--- src/rtl/seq_divider_8_bit.sv ---
// Multi-cycle unsigned restoring divider (dividend / divisor -> quotient,
// remainder). Each iteration borrows the external 8-bit add/sub stage:
// operands are driven out combinationally, and sum/borrow come back in the
// same cycle.
module seq_divider_8_bit #(
  parameter int WIDTH = 8
) (
  input  logic             clk,
  input  logic             reset_n,
  input  logic             start,
  input  logic [WIDTH-1:0] dividend,
  input  logic [WIDTH-1:0] divisor,
  output logic             busy,
  output logic             done,
  output logic [WIDTH-1:0] quotient,
  output logic [WIDTH-1:0] remainder,
  output logic             div_by_zero,
  output logic [WIDTH-1:0] add_a,
  output logic [WIDTH-1:0] add_b,
  output logic             add_sel,
  input  logic [WIDTH-1:0] add_sum,
  input  logic             add_c_out
);

  localparam int CW = $clog2(WIDTH);

  typedef enum logic [1:0] {
    IDLE = 2'd0,
    CALC = 2'd1,
    DONE = 2'd2
  } state_t;

  state_t         state;
  state_t         next_state;
  logic [CW-1:0]  count;
  logic [WIDTH-1:0] r_reg;
  logic [WIDTH-1:0] q_reg;
  logic [WIDTH-1:0] d_reg;

  logic [WIDTH:0]   shifted;
  logic             ok;
  logic [WIDTH-1:0] r_next;
  logic [WIDTH-1:0] q_next;
  logic             last_iter;
  logic             zero_div;

  assign last_iter = (count == CW'(WIDTH - 1));
  assign zero_div  = (divisor == '0);

  // Next-state logic for the IDLE -> CALC/DONE -> IDLE sequence.
  always_comb begin
    // NOTE: every signal assigned in always_comb gets a default first;
    // a path that skips an assignment would otherwise infer a latch.
    next_state = state;
    case (state)
      IDLE:    if (start) next_state = zero_div ? DONE : CALC;
      CALC:    if (last_iter) next_state = DONE;
      DONE:    next_state = IDLE;
      default: next_state = IDLE;
    endcase
  end

  // One restoring step: shift in the next dividend bit, trial-subtract the
  // divisor on the external stage, keep the difference when it did not borrow.
  // A set carry-out bit of the shifted value means it already exceeds any
  // 8-bit divisor, and the stage's mod-256 difference is then still exact.
  always_comb begin
    shifted = {r_reg, q_reg[WIDTH-1]};
    ok      = shifted[WIDTH] | ~add_c_out;
    r_next  = ok ? add_sum : shifted[WIDTH-1:0];
    q_next  = {q_reg[WIDTH-2:0], ok};
    add_a   = '0;
    add_b   = '0;
    add_sel = 1'b0;
    if (state == CALC) begin
      add_a   = shifted[WIDTH-1:0];
      add_b   = d_reg;
      add_sel = 1'b1;
    end
  end

  // State register plus registered handshake flags derived from next state.
  always_ff @(posedge clk or negedge reset_n) begin
    if (!reset_n) begin
      state <= IDLE;
      busy  <= 1'b0;
      done  <= 1'b0;
    end else begin
      // NOTE: sequential state uses non-blocking assignments so every
      // register samples pre-edge values, independent of statement order.
      state <= next_state;
      busy  <= (next_state != IDLE);
      done  <= (next_state == DONE);
    end
  end

  // Operand capture, iteration datapath and result registers.
  always_ff @(posedge clk or negedge reset_n) begin
    if (!reset_n) begin
      count       <= '0;
      r_reg       <= '0;
      q_reg       <= '0;
      d_reg       <= '0;
      quotient    <= '0;
      remainder   <= '0;
      div_by_zero <= 1'b0;
    end else begin
      case (state)
        IDLE: begin
          if (start) begin
            if (zero_div) begin
              quotient    <= '1;
              remainder   <= dividend;
              div_by_zero <= 1'b1;
            end else begin
              r_reg       <= '0;
              q_reg       <= dividend;
              d_reg       <= divisor;
              count       <= '0;
              div_by_zero <= 1'b0;
            end
          end
        end
        CALC: begin
          r_reg <= r_next;
          q_reg <= q_next;
          count <= count + 1'b1;
          if (last_iter) begin
            quotient  <= q_next;
            remainder <= r_next;
          end
        end
        default: ;
      endcase
    end
  end

endmodule

--- config.mk ---
export PLATFORM = sky130hd
export DESIGN_NAME = seq_divider_8_bit
export DESIGN_NICKNAME = d
export VERILOG_FILES = /design/src/rtl/seq_divider_8_bit.sv
export SDC_FILE = /design/constraint.sdc
export NUM_CORES = 1
export LEC_CHECK = 0
export BUFFER_PORTS_ARGS = -buffer_cell sky130_fd_sc_hd__buf_4
export CAP_MARGIN = 10
export CORE_MARGIN = 4
export CORE_UTILIZATION = 35
export DETAILED_ROUTE_END_ITERATION = 16
export HOLD_SLACK_MARGIN = 0.12
export RECOVER_POWER = 50
export SKIP_CTS_REPAIR_TIMING = 1
export SLEW_MARGIN = 15
export SYNTH_ARGS = -nofsm -noshare
export SYNTH_HDL_FRONTEND = slang
export SYNTH_SLANG_ARGS = --single-unit
export TNS_END_PERCENT = 10
--- constraint.sdc ---
create_clock -name clk -period 2 [get_ports clk]
set_input_delay 0.6 -clock clk [delete_from_list [all_inputs] [get_ports clk]]
set_output_delay 0.6 -clock clk [all_outputs]
set_load 0.005 [all_outputs]
After elaboration in Yosys (flattened, before gate mapping)
Index checks and enable logic that the tools add are counted.
Cells by class
  add/subtract/negate cells: 1
  $mul: 0
  divide/modulo/power cells: 0
  $lt $le $gt $ge: 0
  equal/unequal tests: 7
  shifts and indexed selects: 0
  muxes and demuxes: 26
  bitwise logic cells: 3
  reductions and logical operators: 8
Operators by type and width (count)
  $mux W8: 13
  $pmux W8 S2: 4
  $logic_not A8 Y1: 1
  $ne A2 B2 Y1 const B: 4
  $mux W2: 3
  $mux W3: 2
  $pmux W3 S2: 1
  $reduce_and A3 Y1: 2
  $pmux W2 S2: 1
  $reduce_and A4 Y1: 1
  $reduce_bool A2 Y1: 2
  $add A3 B1 Y3 const B: 1
  $eq A3 B3 Y1 const B: 1
  $eq A2 B1 Y1 const B: 1
  $eq A2 B2 Y1 const B: 1
  $logic_not A2 Y1: 1
  $mux W1: 2
  $not A1 Y1: 2
  $reduce_and A2 Y1: 1
  $or A1 B1 Y1: 1
Word-level totals
  register bits: 48
  bits in latches: 0
  RAM bits: 0
  bits in read-only memories: 0
  input port bits: 28
  memories kept: 0

Depth between registers and ports, before layout
  depth after elaboration: 5
  mapped depth: 7
  gate-level depth less buffers: 5

Worst setup path before layout
Ideal clock, no wire load.
  kind: register to output
  start point: register state[1]
  end point: output add_a[0]
  data arrival time: 1330 ps
  path slack: 70 ps
  cell stages (with the launch flop): 7
  path buffers: 3
  path through: dfrtp_1 nand2b_1 buf_4 inv_4 buf_4 clkbuf_1 and2_1
On the way
  longest elaborated chain between the ends: 2
Ends and longest elaborated chain
  start: declaration: line 33  | state_t state;
  start signal: assignment: line 91  | state <= next_state;
  $eq A2 B1 Y1: line 75  | if (state == CALC) begin
  $mux W8: line 75
  end: declaration: line 18  | output logic [WIDTH-1:0] add_a,
Every way passes these cells.

Final worst setup path
  start point: register state[1]
  end point: output add_a[3]
The elaborated chain is that of the path after synthesis.

==> impl_metrics.json <==
{
  "max_freq_mhz": 519,
  "peakVddDrop_uv": 630,
  "dp.cells": 349,
  "comb_power_share_pct": 45.0,
  "status": "finished clean",
  "cp_max_fo": 11,
  "dieArea_mm2": 0.00779,
  "power_w": 0.00447,
  "start_util_pct": 37.0,
  "dp_hpwl_um": 3640,
  "finalCritPeriodShare_pct": 96.3,
  "rsz0062_at_grt": "no",
  "dpl_cell_area_mm2": 0.00280,
  "maxSlewViolCount": 0,
  "die_y_um": 88.2,
  "finalClockSkew_ns": 0.00861,
  "min_path_type": "flop to flop",
  "design_area_mm2": 0.00294,
  "cts_max_level": 2,
  "tightestPinTransition_ns": 1.17,
  "core_area_mm2": 0.00610,
  "crit_type": "flop to output port",
  "vias_per_cell": 4.79,
  "grt_pass1_vias": 1647,
  "max_slew_margin_pct": 21.9,
  "post-route-util_pct": 48.2,
  "end_kind": "output port",
  "syn_nets": 247,
  "antennaDiodeCount": 0,
  "drc": 0,
  "syn2layout_area_growth_pct": 30.4,
  "num-fill-cells": 618,
  "crit_required_ns": 1.40,
  "std_cell_rows": 28,
  "p_clk_share_pct": 16.8,
  "grt_max_degree": 49,
  "io_buffers": 63,
  "critical_path_arrival_ns": 1.33,
  "io_pins": 64,
  "hold_viol": 0,
  "maxCapViolCount": 0,
  "grt-ovfl-total": 0,
  "track_usage_pct": 13.8,
  "cts_tree": "yes",
  "finalSetupTns_ns": 0,
  "gp_congestion": 0.733,
  "cts.path.max_buffers": 2,
  "synthCells": 217,
  "dr.pass1.iters": 4,
  "synth_cell_type_count": 28,
  "synth_seq_area_share_pct": 53.3,
  "swShare_pct": 35.7,
  "min_period_ns": 1.93,
  "finalSetupViolations": 0,
  "cts_root_buf": "clkbuf_8",
  "critPathSlowestCell": "dfrtp_1",
  "syn_area_mm2": 0.00225,
  "powerDensity_mw_per_mm2": 1520,
  "clock_latency_ns": 0.29,
  "seqPwrFrac_pct": 38.2,
  "cp-start-kind": "flop",
  "fin_cells": 358,
  "final_layout_size_suffix_gt1_share_pct": 32.9,
  "synth-seq-cells": 48,
  "yosys_warnings": 0,
  "critPathMaxStageDelay_ns": 0.42,
  "clkTransAtPathRegs_ns": 0.08,
  "wl_per_cell_um": 14.2,
  "drtIter0Drc": 107,
  "path_cells": "nand2b_4 > clkinv_4 > and2_1 > buf_4",
  "internal-power_w": 0.00287,
  "die_w_um": 88.2,
  "antenna_found_initial": 0,
  "cts_buffers": 5,
  "detail-route-antenna-nets": 0,
  "clock-sinks": 48,
  "avgSynthCellArea_um2": 10.4,
  "totalWireLength_um": 5080,
  "vias": 1715,
  "fin_nets": 312,
  "p_sw_w": 0.00159,
  "grt_pass1_wl_um": 8310,
  "p_leak_nw": 1.42
}
[cell usage after synthesis (all sizes together)]
cell	instances	share of area, %
a21oi	1	0.22
nand2	35	5.8
nor4	2	1.9
a21bo	1	0.44
a32oi	1	1.2
o21ai	19	4.2
nor3b	1	0.83
and2	16	4.4
buf	13	4.3
mux2i	8	3.6
nor2	20	3.3
nand2b	1	0.28
ha	2	1.1
nor3	8	1.8
inv	3	0.61
nor2b	1	0.28
a211oi	16	6.2
clkbuf	2	0.33
dfrtp	48	53
a21boi	1	0.83
a21o	9	3.0
nand3	9	2.0
[per-stage QoR]
step           worst slack (ns)  hold slack, ns
5_1_grt                 0.00851           0.496
6_report                 0.0737           0.469
2_1_floorplan            0.0700           0.304
3_3_place_gp              0.127           0.455
4_1_cts                 -0.0377           0.328
3_5_place_dp             0.0895           0.455
[cells in the final DEF (no fill, tap or decap), drive strengths merged]
cell type	n
nor4	2
a211oi	16
o21ai	19
mux2i	8
a32oi	1
nand3	9
nor3b	1
a21bo	1
nor3	8
a21o	9
a21oi	1
nor2b	1
nor2	20
dfrtp	48
ha	2
inv	3
clkbuf	24
clkinv	1
a21boi	1
nand2	35
buf	55
bufinv	1
and2	16
nand2b	1
[metal layers]
layer	global-route usage, %	vias to the layer above	part of all wire (%)	wire length [um]
met4	3.30	0	0.89	45
met5	0	-	0	0
met1	20.2	786	49	2500
met2	20.4	48	44	2210
met3	3.72	5	6.3	321
li1	-	876	-	-
[power groups by stage]
stage	Combinational [W]	Sequential (W)	Clock [W]
CTS	0.00203	0.00171	0.000778
detailed placement	0.00203	0.00172	0
global route	0.00228	0.00177	0.000821
floorplan	0.00117	0.00167	0
global placement	0.00198	0.00172	0
finish	0.00201	0.00170	0.000752
[worst max-delay path, delay by kind of cell (launching register included)]
kind                   cells  cell delay [ns]
buffers and inverters      2             0.24
flip-flops                 1             0.42
AND/OR/NAND/NOR            2             0.38
[area by class of cell]
class / instances / area (um^2) / area share [%]
clock inverters: 1 / 30.0 / 1.02
repair buffers: 72 / 551 / 18.7
well taps: 75 / 93.8 / 3.19
flip-flops and latches: 48 / 1200 / 40.9
multi-input cells: 151 / 942 / 32.1
clock buffers: 7 / 96.3 / 3.28
inverters: 3 / 16.3 / 0.553
repair inverters: 1 / 8.76 / 0.298
[path summary, 6_finish.rpt]
check | start | endpoint | slack, ns | depth (start not counted)
max | state[1] | add_a[3] | 0.07 | 4
min | d_reg[4] | d_reg[4] | 0.47 | 2
max reg2reg | state[0] | q_reg[7] | 0.38 | 4
min reg2reg | d_reg[4] | d_reg[4] | 0.47 | 2
max in group asynchronous | reset_n | d_reg[4] | 0.76 | 1
min in group asynchronous | reset_n | remainder[2] | 0.53 | 1
[kinds of logic (layout without fill, tap and decap cells)]
kind of cell             after synthesis  in the layout  share of synthesized area, %
AO/OA/AOI/OAI                         48             48                          16.2
buffers and inverters                 18             84                          5.22
adder cells (fa/ha/maj)                2              2                          1.11
multiplexers                           8              8                          3.55
AND/OR/NAND/NOR                       93             93                          20.7
flip-flops                            48             48                          53.3
Power figures use the tool's default switching activity.
